--- config.mk ---
export PLATFORM = sky130hd
export DESIGN_NAME = program_sequencer_flat
export DESIGN_NICKNAME = d
export VERILOG_FILES = /design/src/rtl/program_sequencer_if.sv /design/src/rtl/program_sequencer.sv /design/src/flat_wrapper.sv
export SDC_FILE = /design/constraint.sdc
export NUM_CORES = 1
export LEC_CHECK = 0
export ABC_AREA = 1
export BUFFER_PORTS_ARGS = -buffer_cell sky130_fd_sc_hd__buf_4
export CELL_PAD_IN_SITES_DETAIL_PLACEMENT = 2
export CELL_PAD_IN_SITES_GLOBAL_PLACEMENT = 2
export CORE_ASPECT_RATIO = 1.4
export CORE_MARGIN = 2
export CORE_UTILIZATION = 42
export DETAILED_ROUTE_END_ITERATION = 10
export PLACE_DENSITY_LB_ADDON = 0.1
export SYNTH_ARGS = -nofsm -noshare
export SYNTH_HDL_FRONTEND = slang
export SYNTH_SLANG_ARGS = --single-unit
--- constraint.sdc ---
create_clock -name clk -period 3.55 [get_ports clk]
set_clock_uncertainty 0.1 [all_clocks]
set_input_delay 0.355 -clock clk [delete_from_list [all_inputs] [get_ports clk]]
set_output_delay 0.355 -clock clk [all_outputs]
set_load 0.01 [all_outputs]
--- src/rtl/program_sequencer_if.sv ---
// program_sequencer_if: instruction handshake between the sequencer and the CPU controller.
// The master presents instr/instr_valid; the slave answers with instr_ready.
interface program_sequencer_if #(
  parameter int IW = 8
);
  logic [IW-1:0] instr;
  logic          instr_valid;
  logic          instr_ready;

  modport master (output instr, output instr_valid, input instr_ready);
  modport slave  (input instr, input instr_valid, output instr_ready);
endinterface

--- src/rtl/program_sequencer.sv ---
// program_sequencer: small loadable program store fed from the front-panel switches.
// Stored instructions are issued to the CPU controller over valid/ready, either
// free-running (run button) or one per press (step button), halting at the last
// loaded entry or at LAST_ADDR, whichever comes first.
// Optional breakpoint/pause support is compiled in with `define SEQ_BREAKPOINT_EN.
module program_sequencer #(
  parameter int DEPTH     = 16,
  parameter int AW        = 4,
  parameter int IW        = 8,
  parameter int LAST_ADDR = 14
) (
  input  logic                clk,
  input  logic                clr,
  input  logic [IW-1:0]       sw,
  input  logic                load_btn,
  input  logic                run_btn,
  input  logic                step_btn,
`ifdef SEQ_BREAKPOINT_EN
  input  logic [AW-1:0]       bp_addr,
  input  logic                bp_en,
`endif
  program_sequencer_if.master cpu,
  output logic [AW-1:0]       pc,
  output logic [AW:0]         prog_len,
  output logic                busy,
  output logic                halted
);

`ifdef SEQ_BREAKPOINT_EN
  typedef enum logic [2:0] {S_IDLE, S_RUN, S_STEP, S_HALT, S_PAUSE} state_t;
`else
  typedef enum logic [1:0] {S_IDLE, S_RUN, S_STEP, S_HALT} state_t;
`endif

  localparam logic [AW:0] LAST_L  = LAST_ADDR[AW:0];
  localparam logic [AW:0] DEPTH_L = DEPTH[AW:0];

  state_t        state_q, state_d, step_home;
  logic [AW-1:0] pc_q, pc_d;
  logic [AW-1:0] wr_ptr_q, wr_ptr_d;
  logic [AW:0]   prog_len_q, prog_len_d;
  logic [IW-1:0] instr_q, instr_d;
  logic          valid_q, valid_d;
  logic          load_q, run_q, step_q;
  logic          mem_we;
  logic [IW-1:0] mem [DEPTH];

  logic          run_ev, step_ev, load_ev;
  logic [AW:0]   len_m1;
  logic [AW-1:0] end_addr, step_pc;
  logic          at_end, run_ok, step_ok, xfer, fetch, idle_like, bp_hit;

  // Button events with run > step > load priority; lower-priority events are dropped.
  assign run_ev  = run_btn & ~run_q;
  assign step_ev = step_btn & ~step_q & ~run_ev;
  assign load_ev = load_btn & ~load_q & ~run_ev & ~(step_btn & ~step_q);

  // Final issuable address; prog_len==0 is always screened out before end_addr is used.
  assign len_m1    = prog_len_q - 1'b1;
  assign end_addr  = (len_m1 > LAST_L) ? LAST_L[AW-1:0] : len_m1[AW-1:0];
  assign at_end    = (pc_q == end_addr);
  assign run_ok    = (prog_len_q != '0);
  assign xfer      = valid_q & cpu.instr_ready;
  assign idle_like = (state_q == S_IDLE) || (state_q == S_HALT);

`ifdef SEQ_BREAKPOINT_EN
  logic skip_q, skip_d, pret_q, pret_d;
  assign bp_hit    = (state_q == S_RUN) & ~valid_q & bp_en & (pc_q == bp_addr) & ~skip_q;
  assign step_home = pret_q ? S_PAUSE : S_IDLE;
`else
  assign bp_hit    = 1'b0;
  assign step_home = S_IDLE;
`endif

  // A fresh instruction is read whenever RUN/STEP has nothing on the bus.
  assign fetch = ~valid_q & (((state_q == S_RUN) & ~bp_hit) | (state_q == S_STEP));

  // Step target: in HALT at the final entry, stepping wraps back to the start.
  // A step that lands on the final entry still issues it, then halts.
  always_comb begin
    step_pc = pc_q;
    if (state_q == S_HALT && at_end) step_pc = '0;
  end
  assign step_ok = run_ok && (step_pc <= end_addr);

  // Next-state: button events while parked, handshake completion while issuing.
  always_comb begin
    state_d = state_q;
    case (state_q)
      S_IDLE, S_HALT: begin
        if (run_ev)       state_d = run_ok  ? S_RUN  : S_HALT;
        else if (step_ev) state_d = step_ok ? S_STEP : S_HALT;
      end
      S_RUN: begin
        if (xfer && at_end) state_d = S_HALT;
`ifdef SEQ_BREAKPOINT_EN
        if (bp_hit) state_d = S_PAUSE;
`endif
      end
      S_STEP: begin
        if (xfer) state_d = at_end ? S_HALT : step_home;
      end
`ifdef SEQ_BREAKPOINT_EN
      S_PAUSE: begin
        if (run_ev)       state_d = S_RUN;
        else if (step_ev) state_d = S_STEP;
      end
`endif
      default: state_d = state_q;
    endcase
  end

  // Datapath next values: program loading, pc movement and the issue register.
  always_comb begin
    pc_d       = pc_q;
    wr_ptr_d   = wr_ptr_q;
    prog_len_d = prog_len_q;
    instr_d    = instr_q;
    valid_d    = valid_q;
    mem_we     = 1'b0;
    if (idle_like) begin
      if (run_ev)                pc_d = '0;
      else if (step_ev && step_ok) pc_d = step_pc;
    end
    if (load_ev && state_q == S_IDLE) begin
      mem_we   = 1'b1;
      wr_ptr_d = wr_ptr_q + 1'b1;
      if (prog_len_q != DEPTH_L) prog_len_d = prog_len_q + 1'b1;
    end
    if (fetch) begin
      instr_d = mem[pc_q];
      valid_d = 1'b1;
    end
    if (xfer) begin
      valid_d = 1'b0;
      if (!at_end) pc_d = pc_q + 1'b1;
    end
  end

`ifdef SEQ_BREAKPOINT_EN
  // Breakpoint bookkeeping: skip the breakpoint once after resuming, and remember
  // that a step taken from PAUSE must return there.
  always_comb begin
    skip_d = skip_q;
    pret_d = pret_q;
    if (state_q == S_PAUSE && run_ev) skip_d = 1'b1;
    else if (fetch)                   skip_d = 1'b0;
    if (state_q == S_PAUSE && step_ev && !run_ev) pret_d = 1'b1;
    else if (state_q == S_STEP && xfer)           pret_d = 1'b0;
  end

  // Breakpoint flags register.
  always_ff @(posedge clk or negedge clr) begin
    if (!clr) begin
      skip_q <= 1'b0;
      pret_q <= 1'b0;
    end else begin
      skip_q <= skip_d;
      pret_q <= pret_d;
    end
  end
`endif

  // State and datapath registers; clr clears everything except the memory array.
  always_ff @(posedge clk or negedge clr) begin
    if (!clr) begin
      state_q    <= S_IDLE;
      pc_q       <= '0;
      wr_ptr_q   <= '0;
      prog_len_q <= '0;
      instr_q    <= '0;
      valid_q    <= 1'b0;
      load_q     <= 1'b0;
      run_q      <= 1'b0;
      step_q     <= 1'b0;
    end else begin
      state_q    <= state_d;
      pc_q       <= pc_d;
      wr_ptr_q   <= wr_ptr_d;
      prog_len_q <= prog_len_d;
      instr_q    <= instr_d;
      valid_q    <= valid_d;
      load_q     <= load_btn;
      run_q      <= run_btn;
      step_q     <= step_btn;
    end
  end

  // Program memory write port; prog_len decides which entries are meaningful.
  always_ff @(posedge clk) begin
    if (mem_we) mem[wr_ptr_q] <= sw;
  end

  // Outputs decoded from registered state.
  always_comb begin
    busy = (state_q == S_RUN) || (state_q == S_STEP);
`ifdef SEQ_BREAKPOINT_EN
    if (state_q == S_PAUSE) busy = 1'b1;
`endif
    halted = (state_q == S_HALT);
  end

  assign cpu.instr       = instr_q;
  assign cpu.instr_valid = valid_q;
  assign pc              = pc_q;
  assign prog_len        = prog_len_q;

endmodule
--- src/flat_wrapper.sv ---
// flat-port wrapper written by rule: the top's interface ports become plain ports
module program_sequencer_flat 
#(
  parameter int DEPTH     = 16,
  parameter int AW        = 4,
  parameter int IW        = 8,
  parameter int LAST_ADDR = 14
)
  (clk, clr, sw, load_btn, run_btn, step_btn, pc, prog_len, busy, halted, cpu_instr, cpu_instr_valid, cpu_instr_ready);
  program_sequencer_if #(.IW(IW)) cpu_i ();
  input  logic clk;
  input  logic clr;
  input  logic [IW-1:0] sw;
  input  logic load_btn;
  input  logic run_btn;
  input  logic step_btn;
  output logic [AW-1:0] pc;
  output logic [AW:0] prog_len;
  output logic busy;
  output logic halted;
  output wire logic [$bits(cpu_i.instr)-1:0] cpu_instr;
  output wire logic [$bits(cpu_i.instr_valid)-1:0] cpu_instr_valid;
  input wire logic [$bits(cpu_i.instr_ready)-1:0] cpu_instr_ready;
  assign cpu_instr = cpu_i.instr;
  assign cpu_instr_valid = cpu_i.instr_valid;
  assign cpu_i.instr_ready = cpu_instr_ready;
  program_sequencer #(.DEPTH(DEPTH), .AW(AW), .IW(IW), .LAST_ADDR(LAST_ADDR)) u_core (.clk(clk), .clr(clr), .sw(sw), .load_btn(load_btn), .run_btn(run_btn), .step_btn(step_btn), .cpu(cpu_i), .pc(pc), .prog_len(prog_len), .busy(busy), .halted(halted));
endmodule
==> reports/qor.txt <==
RR Startpoint: u_core.prog_len[0]
Top Usage Layer GRT: met2
Switching Share: 0.389
Worst setup path startpoint: u_core.prog_len[0]
Hold path startpoint: cpu_instr_ready
H-tree levels: 4
Slowest CP cell: dfrtp_1
Die ar.: 16,900 sq um
Port bufs: 33
Vias in the first global route: 5,437
Endpoints failing hold: 0
Reg-to-reg slack, setup: 0.28 ns
Hold path depth: 2
CP arrival: 3.49 ns
Max-Slew Margin vs Limit: 0.518
Final worst slack: 0.275 ns
Post-Route WL: 19.7 mm
Die height: 153 microns
Layout cells sized above 1: 0.175
Total GRT Usage: 0.242
Synth Instances: 572
Final Hold Slack: 0.0396 ns
Max stage delay on crit path: 0.39 ns
RePlAce Congestion: 0.768
Clock network power share: 0.273
R2R Path End: u_core.pc[2]
Initial DRC count: 250
Initial antenna violation count: 0
Site Rows: 54
Clock buffer depth: 2
Ys async rst share: 0.174
Crit-path max FO: 7
Post-synth top area cell: edfxtp_1
Pin count of the biggest net entering global routing: 68
Avg Synthesized Cell Area: 11.7 sq um
Hold Path Sink: u_core.cpu.instr_valid
Highest Clock Rate: 305 MHz
Max VDD drop: 0.000392 V
Initial Util: 0.429
Period utilization: 0.922
Core Area: 15,500 sq um
GRT met1 Usage: 0.265
Yosys reg bits: 155
Clk root buf: clkbuf_16
Worst path bufs/invs: 2
Global-route wire length before repair: 30.7 mm
Worst skew pair latency: 0.43 ns
Syn_nets: 601
Worst Hold Class: in2reg
Status: finished clean
DR vias: 4,712
Top_reg_cell synth: edfxtp_1
Power per Cell Area: 801 nW/um^2
DRC: 0
Met2 Use GR: 0.465
RSZ-0062 raised after global routing: false
Pins Over Slew Limit: 0
Syn Std Cell Area: 6670 sq um
CP Cell Sequence: inv_2 > ha_1 > or2_1 > nand3_1 > nand2_2 > nand2_4 > nand2_2 > nand2_1 > nand3_2 > nor2_4 > nand2_2 > nand2_1 > inv_1 > ha_1 > a21oi_1 > o211ai_1 > o21ai_0 > nand2_1 > nor2_1 > nand3_1 > nand2_1 > nand2_2 > nand2_1 > nand2_1
Clk sinks: 155
Psw: 2.45 mW
Reg power frac: 0.368
Leakage: 2.98 nW
Core Util, Final: 0.505
Critical Path Start Type: register
Antenna viol nets, final: 0
Min Clock Period, post-route: 3.27 ns
CTS tree: built
Post-synth EDFFs: 128
Critical path type: reg2reg
Endpoints failing setup: 0
Gr ovfl total: 0
Register area share after synthesis: 0.678
Chip Width: 110 microns
Vias/cell: 5.63
DR pass1 iterations: 4
Synth area leaders: edfxtp_1 (58%), dfrtp_1 (10%), nor2_1 (5.7%)
Yosys warning count: 0
TritonCTS buffer count: 17
Sum Neg Setup Slack: 0 ns
ANT cells: 0
HPWL after detailed placement: 12.7 mm
Worst path required time: 3.76 ns
Layout Area Growth over Synthesis: 17.7%
Yosys cell types: 29
Grt met3 use: 0.0480
Cell family with most CP delay: simple AND/OR/NAND/NOR gates
Nets@finish: 657
Worst reg2reg path depth: 24
Gate power share: 0.359
WL per Instance: 23.6 microns
Crit end category: register
Max Cap Viol: 0
# IOs: 34
Int Pwr: 3.84 mW
DP Worst Slack: 0.222 ns
Top-area cell type share of the netlist area: 0.576
Top cell by count, worst path: nand2_1
Worst-path clk slew: 0.07 ns
Worst Max-Slew Pin Slew: 0.724 ns
[metrics by stage]
step	instance area, sq um	std cells	total power, mW
finish	7850	837	6.29
global route	7850	837	6.66
CTS	7830	835	6.34
detailed placement	7240	799	4.60
global placement	7240	799	4.45
floorplan	6670	572	3.71
[how the worst max path moves through the flow]
stage	end	slack (ns)	cells after the start
floorplan	u_core.pc[3]	0.55	24
global placement	u_core.pc[0]	0.40	24
detailed placement	u_core.pc[2]	0.22	24
CTS	u_core.pc[0]	0.20	24
global route	u_core.pc[3]	0.0001	24
finish	u_core.pc[2]	0.28	24
[cells in the final DEF, fill, tap and decap left out, drive strengths merged]
master	Yosys	layout
dlygate4sd3	0	4
or2	1	1
nand3	22	22
buf	3	59
a31oi	6	6
nor3	2	2
o22ai	11	11
o211ai	1	1
edfxtp	128	128
clkinv	3	5
nand4	1	1
o221ai	22	22
nand2	69	69
nor2	105	105
a21oi	17	17
dfrtp	27	27
a21o	2	2
inv	31	35
ha	15	15
xor2	10	10
bufinv	0	1
clkinvlp	0	5
o21ai	73	73
clkbuf	23	20
[kinds of logic (layout without fill, tap and decap cells)]
group	Yosys count	after routing	share of synthesized area
compound gates	132	132	0.116
xor+xnor	10	10	0.0143
fa+ha+maj	15	15	0.0281
buf+inv	60	129	0.0343
flops	155	155	0.678
simple gates	200	200	0.130
[power by group through the flow]
stage | logic [mW] | clock network, mW | registers [mW]
2_1_floorplan | 1.37 | 0 | 2.33
3_5_place_dp | 2.25 | 0 | 2.35
5_1_grt | 2.51 | 1.81 | 2.34
6_report | 2.26 | 1.72 | 2.31
4_1_cts | 2.28 | 1.74 | 2.32
3_3_place_gp | 2.11 | 0 | 2.33
[synth_stat cells (6+ instances only)]
| library cell | n |
|---|---|
| a21oi_1 | 17 |
| o21ai_0 | 73 |
| xor2_1 | 9 |
| nand3_1 | 19 |
| ha_1 | 15 |
| edfxtp_1 | 128 |
| o221ai_1 | 22 |
| clkbuf_1 | 23 |
| a31oi_1 | 6 |
| dfrtp_1 | 27 |
| nor2_1 | 102 |
| o22ai_1 | 11 |
| nand2_2 | 10 |
| inv_1 | 30 |
| nand2_1 | 56 |
[worst reg2reg max path, delay by kind of cell, from the launching register on]
family / cells / cell delay (ns)
AO/OA/AOI/OAI: 3 / 0.35
buffers and inverters: 2 / 0.15
flip-flops: 1 / 0.39
adder cells (fa/ha/maj): 2 / 0.58
AND/OR/NAND/NOR: 17 / 1.58
[area by class of cell]
| cell class | count | area, sq um |
|---|---|---|
| clock buffer | 20 | 437 |
| multi-input combinational | 357 | 1920 |
| sequential | 155 | 4520 |
| fill | 1569 | 7690 |
| clock inverter | 12 | 115 |
| inverter | 34 | 128 |
| tap | 196 | 245 |
| timing repair buffer | 63 | 483 |
[registers in the layout, indices dropped and copies added (netlist names)]
name	cells
u_core.mem	128
u_core.pc	4
u_core.prog_len	5
u_core.run_q	1
u_core.step_q	1
u_core.state_q	2
u_core.cpu.instr_valid	1
u_core.load_q	1
u_core.cpu.instr	8
u_core.wr_ptr_q	4
[metal layers]
metal  vias up  share of wire
li1       2148              -
met1      2445           0.39
met2        88           0.56
met3        31          0.032
met4         0          0.019
met5         -              0
[timing repair]
action / 4_1_cts / 5_1_grt
setup buffers: 0 / 2
hold endpoints to repair: 30 / 0
setup endpoints to repair: 0 / 4
gates resized for setup: 0 / 1
hold buffers: 4 / 0
Power figures use the tool's default switching activity.
